--- src/rtl/alu_issue_ctrl_pkg.sv ---
// Shared definitions for the ALU issue controller: opcodes, legal range, FSM states.
package alu_issue_ctrl_pkg;

   localparam logic [4:0] ALU_ADD   = 5'd0;
   localparam logic [4:0] ALU_SUB   = 5'd1;
   localparam logic [4:0] ALU_MUL   = 5'd2;
   localparam logic [4:0] ALU_DIV   = 5'd3;
   localparam logic [4:0] ALU_ZEXTH = 5'd19;

   localparam int ALU_OP_MAX = 19;

   typedef enum logic [1:0] {
      IDLE = 2'd0,
      EXEC = 2'd1,
      CAPT = 2'd2,
      RESP = 2'd3
   } state_t;

   function automatic logic [1:0] port_onehot(input logic p);
      return p ? 2'b10 : 2'b01;
   endfunction

endpackage

--- src/rtl/alu_issue_ctrl_if.sv ---
// Request/response bus between the two requesters and the ALU issue controller.
interface alu_issue_ctrl_if #(
   parameter int TAG_W = 4
) ();

   logic [1:0]         req_valid;
   logic [1:0]         req_ready;
   logic [63:0]        req_a;
   logic [63:0]        req_b;
   logic [9:0]         req_op;
   logic [2*TAG_W-1:0] req_tag;
   logic [1:0]         resp_valid;
   logic [1:0]         resp_ready;
   logic [31:0]        resp_result;
   logic               resp_zero;
   logic               resp_err;
   logic [TAG_W-1:0]   resp_tag;

   modport master (
      output req_valid, req_a, req_b, req_op, req_tag, resp_ready,
      input  req_ready, resp_valid, resp_result, resp_zero, resp_err, resp_tag
   );

   modport slave (
      input  req_valid, req_a, req_b, req_op, req_tag, resp_ready,
      output req_ready, resp_valid, resp_result, resp_zero, resp_err, resp_tag
   );

endinterface

--- src/rtl/alu_issue_ctrl_rr_arbiter2.sv ---
// Two-input round-robin grant: a lone requester wins, a tie goes to the port
// that did not win last. The last-winner register moves only on the update strobe.
module rr_arbiter2 (
   input  logic       clk,
   input  logic       rst_n,
   input  logic [1:0] req,
   input  logic       upd,
   input  logic       upd_port,
   output logic [1:0] gnt,
   output logic       gnt_idx
);

   logic last_q, last_d;

   // Grant selection and last-winner update
   always_comb begin
      last_d  = upd ? upd_port : last_q;
      gnt_idx = 1'b0;
      case (req)
         2'b01:   gnt_idx = 1'b0;
         2'b10:   gnt_idx = 1'b1;
         2'b11:   gnt_idx = ~last_q;
         default: gnt_idx = 1'b0;
      endcase
      gnt = (req == 2'b00) ? 2'b00 : (gnt_idx ? 2'b10 : 2'b01);
   end

   // Last winner resets to port 1 so port 0 takes the first tie
   always_ff @(posedge clk or negedge rst_n) begin
      if (!rst_n) last_q <= 1'b1;
      else        last_q <= last_d;
   end

endmodule

--- src/rtl/alu_issue_ctrl.sv ---
// Sequencer/arbiter sharing one registered ALU between the local pipeline
// (port 0) and the CGRA route path (port 1); one operation in flight at a time.
module alu_issue_ctrl
   import alu_issue_ctrl_pkg::*;
#(
   parameter int TAG_W  = 4,
   parameter int OP_MAX = ALU_OP_MAX
) (
   input  logic               clk,
   input  logic               rst_n,
   alu_issue_ctrl_if.slave    bus,
   output logic [31:0]        alu_a,
   output logic [31:0]        alu_b,
   output logic [4:0]         alu_sel,
   input  logic [31:0]        alu_out,
   output logic               busy
);

   state_t           state_q, state_d;
   logic             port_q, port_d;
   logic [TAG_W-1:0] tag_q, tag_d;
   logic [31:0]      alu_a_q, alu_a_d;
   logic [31:0]      alu_b_q, alu_b_d;
   logic [4:0]       alu_sel_q, alu_sel_d;
   logic [31:0]      result_q, result_d;
   logic             zero_q, zero_d;
   logic             err_q, err_d;
   logic [1:0]       resp_valid_q, resp_valid_d;
   logic             busy_q, busy_d;

   logic             g;
   logic [1:0]       gnt;
   logic             resp_fire;
   logic [31:0]      sel_a, sel_b;
   logic [4:0]       sel_op;
   logic [TAG_W-1:0] sel_tag;

   assign resp_fire = (state_q == RESP) && bus.resp_ready[port_q];

   rr_arbiter2 u_arb (
      .clk      (clk),
      .rst_n    (rst_n),
      .req      (bus.req_valid),
      .upd      (resp_fire),
      .upd_port (port_q),
      .gnt      (gnt),
      .gnt_idx  (g)
   );

   assign sel_a   = g ? bus.req_a[63:32] : bus.req_a[31:0];
   assign sel_b   = g ? bus.req_b[63:32] : bus.req_b[31:0];
   assign sel_op  = g ? bus.req_op[9:5]  : bus.req_op[4:0];
   assign sel_tag = g ? bus.req_tag[2*TAG_W-1:TAG_W] : bus.req_tag[TAG_W-1:0];

   // Ready is gated by reset so it reads 0 while rst_n is held low
   assign bus.req_ready   = (rst_n && state_q == IDLE) ? gnt : 2'b00;
   assign bus.resp_valid  = resp_valid_q;
   assign bus.resp_result = result_q;
   assign bus.resp_zero   = zero_q;
   assign bus.resp_err    = err_q;
   assign bus.resp_tag    = tag_q;
   assign alu_a           = alu_a_q;
   assign alu_b           = alu_b_q;
   assign alu_sel         = alu_sel_q;
   assign busy            = busy_q;

   // Next-state and registered-output computation
   always_comb begin
      state_d      = state_q;
      port_d       = port_q;
      tag_d        = tag_q;
      alu_a_d      = alu_a_q;
      alu_b_d      = alu_b_q;
      alu_sel_d    = alu_sel_q;
      result_d     = result_q;
      zero_d       = zero_q;
      err_d        = err_q;
      resp_valid_d = resp_valid_q;
      busy_d       = busy_q;
      case (state_q)
         IDLE: begin
            if (|bus.req_valid) begin
               port_d = g;
               tag_d  = sel_tag;
               busy_d = 1'b1;
               if (sel_op > 5'(OP_MAX)) begin
                  state_d      = RESP;
                  result_d     = '0;
                  zero_d       = 1'b1;
                  err_d        = 1'b1;
                  resp_valid_d = port_onehot(g);
               end else begin
                  // ALU operand flops double as the operand hold registers
                  state_d   = EXEC;
                  alu_a_d   = sel_a;
                  alu_b_d   = sel_b;
                  alu_sel_d = sel_op;
               end
            end
         end
         EXEC: state_d = CAPT;
         CAPT: begin
            state_d      = RESP;
            result_d     = alu_out;
            zero_d       = (alu_out == '0);
            err_d        = (alu_sel_q == ALU_DIV) && (alu_b_q == '0);
            resp_valid_d = port_onehot(port_q);
         end
         RESP: begin
            if (resp_fire) begin
               state_d      = IDLE;
               resp_valid_d = '0;
               busy_d       = 1'b0;
            end
         end
         default: state_d = IDLE;
      endcase
   end

   // State and output registers; reset drops any in-flight response
   always_ff @(posedge clk or negedge rst_n) begin
      if (!rst_n) begin
         state_q      <= IDLE;
         port_q       <= 1'b0;
         tag_q        <= '0;
         alu_a_q      <= '0;
         alu_b_q      <= '0;
         alu_sel_q    <= '0;
         result_q     <= '0;
         zero_q       <= 1'b0;
         err_q        <= 1'b0;
         resp_valid_q <= '0;
         busy_q       <= 1'b0;
      end else begin
         state_q      <= state_d;
         port_q       <= port_d;
         tag_q        <= tag_d;
         alu_a_q      <= alu_a_d;
         alu_b_q      <= alu_b_d;
         alu_sel_q    <= alu_sel_d;
         result_q     <= result_d;
         zero_q       <= zero_d;
         err_q        <= err_d;
         resp_valid_q <= resp_valid_d;
         busy_q       <= busy_d;
      end
   end

endmodule

--- src/flat_wrapper.sv ---
// flat-port wrapper written by rule: the top's interface ports become plain ports
module alu_issue_ctrl_flat import alu_issue_ctrl_pkg::*;
#(
   parameter int TAG_W  = 4,
   parameter int OP_MAX = ALU_OP_MAX
)
  (clk, rst_n, alu_a, alu_b, alu_sel, alu_out, busy, bus_req_valid, bus_req_a, bus_req_b, bus_req_op, bus_req_tag, bus_resp_ready, bus_req_ready, bus_resp_valid, bus_resp_result, bus_resp_zero, bus_resp_err, bus_resp_tag);
  alu_issue_ctrl_if #(.TAG_W(TAG_W)) bus_i ();
  input  logic clk;
  input  logic rst_n;
  output logic [31:0] alu_a;
  output logic [31:0] alu_b;
  output logic [4:0] alu_sel;
  input  logic [31:0] alu_out;
  output logic busy;
  input wire logic [$bits(bus_i.req_valid)-1:0] bus_req_valid;
  input wire logic [$bits(bus_i.req_a)-1:0] bus_req_a;
  input wire logic [$bits(bus_i.req_b)-1:0] bus_req_b;
  input wire logic [$bits(bus_i.req_op)-1:0] bus_req_op;
  input wire logic [$bits(bus_i.req_tag)-1:0] bus_req_tag;
  input wire logic [$bits(bus_i.resp_ready)-1:0] bus_resp_ready;
  output wire logic [$bits(bus_i.req_ready)-1:0] bus_req_ready;
  output wire logic [$bits(bus_i.resp_valid)-1:0] bus_resp_valid;
  output wire logic [$bits(bus_i.resp_result)-1:0] bus_resp_result;
  output wire logic [$bits(bus_i.resp_zero)-1:0] bus_resp_zero;
  output wire logic [$bits(bus_i.resp_err)-1:0] bus_resp_err;
  output wire logic [$bits(bus_i.resp_tag)-1:0] bus_resp_tag;
  assign bus_i.req_valid = bus_req_valid;
  assign bus_i.req_a = bus_req_a;
  assign bus_i.req_b = bus_req_b;
  assign bus_i.req_op = bus_req_op;
  assign bus_i.req_tag = bus_req_tag;
  assign bus_i.resp_ready = bus_resp_ready;
  assign bus_req_ready = bus_i.req_ready;
  assign bus_resp_valid = bus_i.resp_valid;
  assign bus_resp_result = bus_i.resp_result;
  assign bus_resp_zero = bus_i.resp_zero;
  assign bus_resp_err = bus_i.resp_err;
  assign bus_resp_tag = bus_i.resp_tag;
  alu_issue_ctrl #(.TAG_W(TAG_W), .OP_MAX(OP_MAX)) u_core (.clk(clk), .rst_n(rst_n), .bus(bus_i), .alu_a(alu_a), .alu_b(alu_b), .alu_sel(alu_sel), .alu_out(alu_out), .busy(busy));
endmodule
--- config.mk ---
export PLATFORM = sky130hd
export DESIGN_NAME = alu_issue_ctrl_flat
export DESIGN_NICKNAME = d
export VERILOG_FILES = /design/src/rtl/alu_issue_ctrl_pkg.sv /design/src/rtl/alu_issue_ctrl_if.sv /design/src/rtl/alu_issue_ctrl_rr_arbiter2.sv /design/src/rtl/alu_issue_ctrl.sv /design/src/flat_wrapper.sv
export SDC_FILE = /design/constraint.sdc
export NUM_CORES = 1
export LEC_CHECK = 0
export CORE_MARGIN = 10
export CORE_UTILIZATION = 35
export DETAILED_ROUTE_END_ITERATION = 10
export GPL_TIMING_DRIVEN = 1
export PLACE_DENSITY = 0.73
export SYNTH_ARGS = -nofsm -noshare
export SYNTH_HDL_FRONTEND = slang
export SYNTH_HIERARCHICAL = 1
export SYNTH_SLANG_ARGS = --single-unit
--- constraint.sdc ---
create_clock -name clk -period 2 [get_ports clk]
set_input_delay 0.4 -clock clk [delete_from_list [all_inputs] [get_ports clk]]
set_output_delay 0.4 -clock clk [all_outputs]
set_load 0.05 [all_outputs]
# == Yosys cells after proc, flatten, opt, wreduce, memory -nomap -nowiden ==
# Index checks and enable logic that the tools add are counted.
# word_totals
register_bits,114
inputBits,184
# op_classes
n_lt_le_gt_ge,2
n_eq_ne,9
n_reduce_logical,17
mux,28
bitwise,2
# ops
op,count
$mux W32,4
$logic_not A32 Y1,2
$pmux W32 S2,1
$mux W2,9
$reduce_and A3 Y1,3
$eq A2 B2 Y1 const B,4
$pmux W1 S2,4
$pmux W2 S4,1
$mux W1,6
$ne A2 B2 Y1 const B,3
$pmux W2 S3,1
$eq A5 B2 Y1 const B,1
$gt A5 B5 Y1 const B,1
$mux W5,1
$logic_not A2 Y1,2
$mux W4,1
$reduce_and A2 Y1,2
$reduce_and A4 Y1,1
$reduce_bool A2 Y1,2
$logic_and A1 B1 Y1,3
$reduce_bool A3 Y1,1
$eq A2 B1 Y1 const B,1
$lt A1 B2 Y1 const B,1
$not A1 Y1,2
$reduce_or A2 Y1,1

# == Logic depth before layout (Yosys ltp) ==
# Gate-level depths: netlist of run 1.
# depth
depth_word,7
ltp_mapped,10

# == Hierarchy ==
# The synthesis of run 1 kept the hierarchy.
# modules_own_cells
module,seq_area_each_um2,n_inst,cells_each,area_each_um2
alu_issue_ctrl,2827.7,1,543,5413.9
rr_arbiter2,26.3,1,7,68.8

# == Least setup slack after synthesis of run 1 ==
# OpenSTA, ideal clock, no wires.
# synth_timing
kind,register -> register
start,register u_core.state_q[1]
end,"register u_core.alu_a_q[28], in the netlist u_core/alu_a[28]"
period_less_slack_ps,1718
path_slack_ps,282
setup_time_ps,136
path_stages_with_launch,11
arrival_time_ps,1583
required_time_ps,1864
cell_sequence,dfrtp_1 > inv_1 > ha_1 > clkbuf_2 > inv_1 > nor2_2 > nand2_2 > buf_4 > buf_4 > nand2_1 > o21ai_0
# synth_between
elab_chain_cells,2
# synth_rtl
item,line,source
"start, declared",alu_issue_ctrl.sv:19,"state_t state_q, state_d;"
"start signal, assigned",alu_issue_ctrl.sv:135,state_q <= state_d;
$logic_not A2 Y1,alu_issue_ctrl.sv:80,case (state_q)
$reduce_and A3 Y1 (no source line),-,
"end signal, assigned",alu_issue_ctrl.sv:138,alu_a_q <= alu_a_d;
"end, declared",alu_issue_ctrl.sv:22,"logic [31:0] alu_a_q, alu_a_d;"
# No other way between the ends.
# A chain may end at the register's enable or synchronous reset.

# == Worst setup path in the final report of run 1 ==
# layout_timing
start,"register u_core.alu_a_q[24], in the netlist u_core/alu_a[24]"
end,output alu_a[24]
# layout_lines
item,line,source
"end, declared",flat_wrapper.sv:11,output logic [31:0] alu_a;
# No word-level cell between the ends.

==> flow_summary.toml, run 1 <==
[clocking]
post_cts_hold_buffer_count = 0
tritoncts_clock_tree = "built"
cts_buffers = 17
clock_tree.root_cell = "sky130_fd_sc_hd__clkbuf_16"
clkLatencyLatePin_ps = 410
cts_htree_levels = 4
cts_max_path_buffers = 2
cts_num_sinks = 114
clkSlewWorstSetupHoldPaths_ps = 50

[sta]
period_minus_slack_ps = 1960
tightest_slew_ps = 1080
timing.fmax_mhz = 510
layout_worst_path_cycle_share_pct = 98.0
grt_setup_unrepaired = "false"
final_max_slew_viol_count = 0
final_total_negative_setup_slack_ps = 0
finalSetupViolations = 0
timing.max_slew.rel_slack_pct = 28.2
finalHoldViolCount = 0
whs_ps = 37.9
fin_skew_ps = 5.53
worst_slack_ps = 40.8

[grt]
via_count_of_the_first_global_routing_pass = 5793
global_routing_usage_on_met2_pct = 34.1
globalRoute.totalOverflow = 0
gr-max-usage-layer = "met2"
global_route.usage.total_pct = 19.6
grt.met3_usage_pct = 9.28
antenna_found_initial = 0
grt_start_max_net_pins = 84
gr-usage-met1_pct = 20.7
grt_pass1_wl_mm = 32.8

[yosys]
async_reset_ff_share_pct = 100
seq_area_frac_synth_pct = 52.1
synth_cell_types = 40
post-synth-top-count-cell = "sky130_fd_sc_hd__dfrtp_1"
synth_cells = 550
synth_enable_flop_cells = 0
netlist_top_cells_count = "sky130_fd_sc_hd__dfrtp_1, sky130_fd_sc_hd__o21ai_0, sky130_fd_sc_hd__nand2_1, sky130_fd_sc_hd__mux2i_1, sky130_fd_sc_hd__inv_1"
yosysWarnings = 6
synth.net_count = 738
syn-mean-instance-area_sq_um = 9.97
synthDominantAreaCellType = "sky130_fd_sc_hd__dfrtp_1"
yosys_most_used_dff = "sky130_fd_sc_hd__dfrtp_1"
top_area_cells_in_the_synthesized_netlist = "sky130_fd_sc_hd__dfrtp_1, sky130_fd_sc_hd__mux2i_1, sky130_fd_sc_hd__o21ai_0"
ys_seq_elements = 114
synth_top_cell_area_share_pct = 51.6
synth.cell_area_sq_mm = 0.00548

[critical_path]
worst_setup_path_end_kind = "output port"
slowest_delay_ps = 810
critical_path.slowest_cell = "sky130_fd_sc_hd__clkdlybuf4s50_1"
crit_path_cell_trace = "clkdlybuf4s50_1"
setup.worst_path.start_class = "flop"
path_buf_inv = 1
timing_worst_setup_path_type = "flop to output port"
critical_path_arrival_ps = 1560
kind_of_cell_with_the_highest_combined_delay_on_the_critical_path = "buffers and inverters"
cp.required_ps = 1600
path_max_fanout = 2

[floorplan]
design.portCount = 296
dieWidth_microns = 145
floorplan.initialDensity_pct = 35.9
rows = 45
die-area_sq_mm = 0.0211
core_sq_mm = 0.0153
chipHeight_microns = 145

[drt]
drt-wirelength-per-cell_microns = 19.5
first_iter_violations = 174
routed_via_density = 4.87
route.vias.total = 5313
first_pass_iters = 4
drt_wl_total_mm = 21.3
final_antenna_net_count = 0
post-route-drc-count = 0

[pwr]
ir_worst_vdd_v = 0.000951
static-leakage-power_nw = 4.66
pwr_density_cell_mw_per_mm2 = 1700
p_total_mw = 16.1

[placed_design]
detailed_place.area_sq_mm = 0.00883
worst_setup_slack_post_dpl_ps = -281
portBuffers = 295
half_perimeter_wire_length_of_the_detailed_placement_result_mm = 17.4
gpl.final_weighted_congestion = 0.880

[layout]
finalNetCount = 1054
num-fill-cells = 1275
multi_input_comb_area_sq_mm = 0.00231
layout-drive-gt1-share_pct = 17.0
diodes = 0
area.growth.synth_to_final_pct = 73.2
postLayoutCellArea_sq_mm = 0.00949
layout.area.seq_sq_mm = 0.00286

[run]
max_cap_violations = 0

[worst_hold_path]
hold_path_class = "primary input to async pin"

[status]
status = "finished, final reports clean"
[logic make-up after synthesis]
| kind of cell | count (synthesis) | synth area share, % |
|---|---|---|
| multiplexers | 75 | 13.7 |
| adder cells (fa/ha/maj) | 4 | 0.913 |
| flip-flops | 114 | 52.1 |
| AND/OR/NAND/NOR | 157 | 13.9 |
| AO/OA/AOI/OAI | 126 | 13.2 |
| buffers and inverters | 74 | 6.25 |
[area by class of cell]
class	instances	share of cell area, %
repair buffers	333	34.4
multi-input cells	362	24.4
clock buffers	23	5.25
inverters	38	1.50
flip-flops and latches	114	30.1
clock inverters	9	1.58
well taps	211	2.78
[through the flow]
step | util [%] | std cells
detailed placement | 57.9 | 1058
CTS | 61.8 | 1090
finish | 62.2 | 1090
floorplan | - | 550
global placement | 57.9 | 1058
global route | 62.2 | 1090
[sequential cells by signal, indices dropped and copies added, names as in the netlist, 2 cells and up]
register                flops
u_core/alu_sel              5
u_core/state_q              2
u_core/alu_a               32
u_core/bus.resp_tag         4
u_core/bus.resp_valid       2
u_core/bus.resp_result     32
u_core/alu_b               32
[final timing paths]
check	start	endpoint	slack (ps)	cells after the start
setup reg to reg	u_core/u_arb/last_q	u_core/bus.resp_result[9]	220	8
min in group clk	u_core/alu_a[20]	u_core/alu_a[20]	470	2
max in group asynchronous	rst_n	u_core/alu_sel[2]	990	2
setup / recovery	u_core/alu_a[24]	alu_a[24]	40	1
hold reg to reg	u_core/alu_a[20]	u_core/alu_a[20]	470	2
hold / removal	rst_n	u_core/state_q[0]	40	2
[layer usage]
metal | up-vias | part of all wire [%]
met3 | 22 | 10
li1 | 2530 | -
met1 | 2506 | 38
met5 | - | 0
met2 | 255 | 50
met4 | 0 | 1.4
[layout by cell type, fill, tap and decap left out, types with 2 or more instances in the layout]
master,netlist,final
sky130_fd_sc_hd__clkinv_2,0,3
sky130_fd_sc_hd__nand4_1,4,4
sky130_fd_sc_hd__mux2i_1,73,73
sky130_fd_sc_hd__nand2_1,81,81
sky130_fd_sc_hd__nand3_1,23,23
sky130_fd_sc_hd__clkdlybuf4s50_1,0,185
sky130_fd_sc_hd__and3_4,0,2
sky130_fd_sc_hd__nor4_1,15,15
sky130_fd_sc_hd__a31oi_1,2,2
sky130_fd_sc_hd__dlygate4sd2_1,0,43
sky130_fd_sc_hd__dfrtp_1,113,112
sky130_fd_sc_hd__bufinv_16,0,4
sky130_fd_sc_hd__clkinvlp_4,0,2
sky130_fd_sc_hd__inv_1,37,37
sky130_fd_sc_hd__buf_4,5,71
sky130_fd_sc_hd__nor2_1,12,12
sky130_fd_sc_hd__mux2_2,2,2
sky130_fd_sc_hd__nand3_2,10,10
sky130_fd_sc_hd__nor3_1,4,4
sky130_fd_sc_hd__o21ai_2,11,11
sky130_fd_sc_hd__clkbuf_16,0,17
sky130_fd_sc_hd__dlymetal6s2s_1,0,23
sky130_fd_sc_hd__a21oi_1,5,5
sky130_fd_sc_hd__clkbuf_8,0,5
sky130_fd_sc_hd__o21ai_1,17,17
sky130_fd_sc_hd__ha_1,4,3
sky130_fd_sc_hd__buf_12,0,11
sky130_fd_sc_hd__o21ai_0,82,82
[timing repair]
| action | 4_1_cts | 5_1_grt |
|---|---|---|
| buffers inserted | 0 | 0 |
| setup endpoints to repair | 43 | 24 |
| resized for setup | 43 | 27 |
[where the power goes]
group / total, mW / internal [mW] / switching [mW]
Clock: 3.29 / 2.24 / 1.05
Combinational: 8.77 / 2.83 / 5.93
Sequential: 4.07 / 3.35 / 0.719
Note: power is estimated with default switching activity, not from simulation.
==> run 2: changes to the inputs <==
CELL_PAD_IN_SITES_DETAIL_PLACEMENT = 2   (was unset)
CELL_PAD_IN_SITES_GLOBAL_PLACEMENT = 2   (was unset)
CORE_UTILIZATION = 22   (was 35)
PLACE_DENSITY = unset   (was 0.73)
PLACE_DENSITY_LB_ADDON = 0.1   (was unset)
==> run 2 against run 1 <==
Hold slack improved by 83 ps. Utilization shrank 23 points. Fmax is 1.2% higher. Cell count is 11% higher. Via count down 0.49%. Wire length increased by 17%. Critical endpoint is now bus_req_ready[1]. Largest cell class unchanged.
==> flow_summary.toml, run 2 (synthesis gave the netlist of run 1 again) <==
[status]
status = "finished, final reports clean"

[layout]
most_common_cell_after_layout_fill_and_taps_aside = "sky130_fd_sc_hd__clkdlybuf4s50_1"
final_cell_mix = "sky130_fd_sc_hd__clkdlybuf4s50_1, sky130_fd_sc_hd__dfrtp_1, sky130_fd_sc_hd__buf_4"
layout.area.seq_sq_mm = 0.00285
area.growth.synth_to_final_pct = 74.0
final_core_util_pct = 39.1
multi_input_comb_area_sq_mm = 0.00234
diodes = 0
finalNetCount = 1060
num-fill-cells = 2668
layout-drive-gt1-share_pct = 20.8

[clocking]
cts_buffers = 17
tritoncts_clock_tree = "built"
cts_num_sinks = 114
cts_max_path_buffers = 2
post_cts_hold_buffer_count = 0
clkLatencyLatePin_ps = 420
cts_htree_levels = 4
clkSlewWorstSetupHoldPaths_ps = 60
clock_tree.root_cell = "sky130_fd_sc_hd__clkbuf_16"

[drt]
first_iter_violations = 154
first_pass_iters = 4
route.vias.total = 5287
post-route-drc-count = 0
drt-wirelength-per-cell_microns = 20.6
routed_via_density = 4.38
final_antenna_net_count = 0
drt_wl_total_mm = 24.8

[worst_hold_path]
hold_path_class = "primary input to async pin"

[sta]
finalHoldViolCount = 0
grt_setup_unrepaired = "false"
timing.max_slew.rel_slack_pct = 38.7
layout_worst_path_cycle_share_pct = 96.8
tightest_slew_ps = 919
fin_skew_ps = 10.0
final_max_slew_viol_count = 0
timing.fmax_mhz = 517
finalSetupViolations = 0
period_minus_slack_ps = 1940

[placed_design]
portBuffers = 295
half_perimeter_wire_length_of_the_detailed_placement_result_mm = 20.5
gpl.final_weighted_congestion = 0.750

[grt]
antenna_found_initial = 0
via_count_of_the_first_global_routing_pass = 6421
grt_start_max_net_pins = 68
grt_pass1_wl_mm = 37.8
globalRoute.totalOverflow = 0
global_route.usage.total_pct = 15.6

[pwr]
power_frac_comb_pct = 55.5
cellInternalPower_mw = 8.22
static-leakage-power_nw = 4.44
clkPwrFrac_pct = 19.3
pwr_density_cell_mw_per_mm2 = 1700
netSwitchingPower_mw = 7.99
p_total_mw = 16.2
p_seq_share_pct = 25.2
ir_worst_vdd_v = 0.000529
p_sw_share_pct = 49.3

[floorplan]
floorplan.initialDensity_pct = 22.5
rows = 57
chipHeight_microns = 178
design.portCount = 296
core_sq_mm = 0.0244
die-area_sq_mm = 0.0316
dieWidth_microns = 178

[critical_path]
path_buf_inv = 3
timing_worst_setup_path_type = "primary input to output port"
cp.depth = 5
critical_path.reg2reg.endpoint = "u_core/bus.resp_result[1]"
critPathLaunch = "bus_req_valid[1]"
slowest_delay_ps = 490
critical_path_arrival_ps = 1540
cp.required_ps = 1600
path_max_fanout = 4
ff2ff_path_depth = 8
reg2reg_setup_slack_ps = 230
worst_setup_path_end_kind = "output port"
crit_path_cell_trace = "clkdlybuf4s50_1 -> buf_4 -> a21boi_1 -> and3_4 -> buf_12"
kind_of_cell_with_the_highest_combined_delay_on_the_critical_path = "buffers and inverters"
worst_r2r_startpoint = "u_core/u_arb/last_q"
critical_path.slowest_cell = "sky130_fd_sc_hd__clkdlybuf4s50_1"
setup.worst_path.start_class = "primary input"

[run]
max_cap_violations = 0
run 2: changes by cell type in the layout (fill, tap and decap cells not counted), moves of 4 or more:
cell / change
sky130_fd_sc_hd__buf_4: +34
sky130_fd_sc_hd__clkdlybuf4s50_1: -4
sky130_fd_sc_hd__dlymetal6s2s_1: -17
sky130_fd_sc_hd__dlygate4sd2_1: -6
sky130_fd_sc_hd__clkbuf_8: -4
sky130_fd_sc_hd__clkinv_4: +4
run 2: layout make-up:
type / count / area share [%]
Timing Repair Buffer: 339 / 33.5
Sequential cell: 114 / 29.9
Multi-Input combinational cell: 362 / 24.5
Clock buffer: 19 / 4.64
Tap cell: 324 / 4.25
Clock inverter: 12 / 1.68
Inverter: 38 / 1.49
run 2: worst max-delay path by stage:
stage / end / slack (ps)
5_1_grt: bus_req_ready[0] / 10
3_5_place_dp: u_core/bus.resp_result[1] / -250
6_report: bus_req_ready[1] / 60
2_1_floorplan: u_core/alu_a[28] / 280
4_1_cts: bus_resp_result[7] / 0.5
3_3_place_gp: u_core/bus.resp_err / -170
run 2: what timing repair did:
item / CTS / global route
setup endpoints to repair: 39 / 7
gates resized for setup: 43 / 8
buffers inserted: 2 / 0
run 2: stage by stage:
step	setup TNS (ps)	setup slack (ps)	hold slack, ps	cells	cell area (sq um)
global route	0	13.5	163	1208	9540
CTS	0	0.545	142	1209	9520
global placement	-11470	-169	464	1176	8930
detailed placement	-16850	-246	476	1176	8930
floorplan	0	282	104	550	5480
finish	0	63.9	121	1208	9540
run 2: per-layer routing:
metal | vias up | part of all wire, % | wire length (microns) | global-route usage (%)
met5 | - | 0 | 0 | 0
met1 | 2561 | 39 | 9690 | 16.9
met2 | 174 | 52 | 12900 | 27.7
li1 | 2536 | - | - | -
met3 | 16 | 8.2 | 2040 | 6.33
met4 | 0 | 0.90 | 223 | 3.86
run 2: power groups by stage:
stage | clock network, mW | registers, mW | logic (mW)
global route | 3.34 | 4.25 | 9.67
floorplan | 0 | 7.36 | 2.21
detailed placement | 0 | 4.13 | 9.31
CTS | 3.23 | 4.10 | 9.20
global placement | 0 | 4.07 | 9.08
finish | 3.13 | 4.08 | 9.00
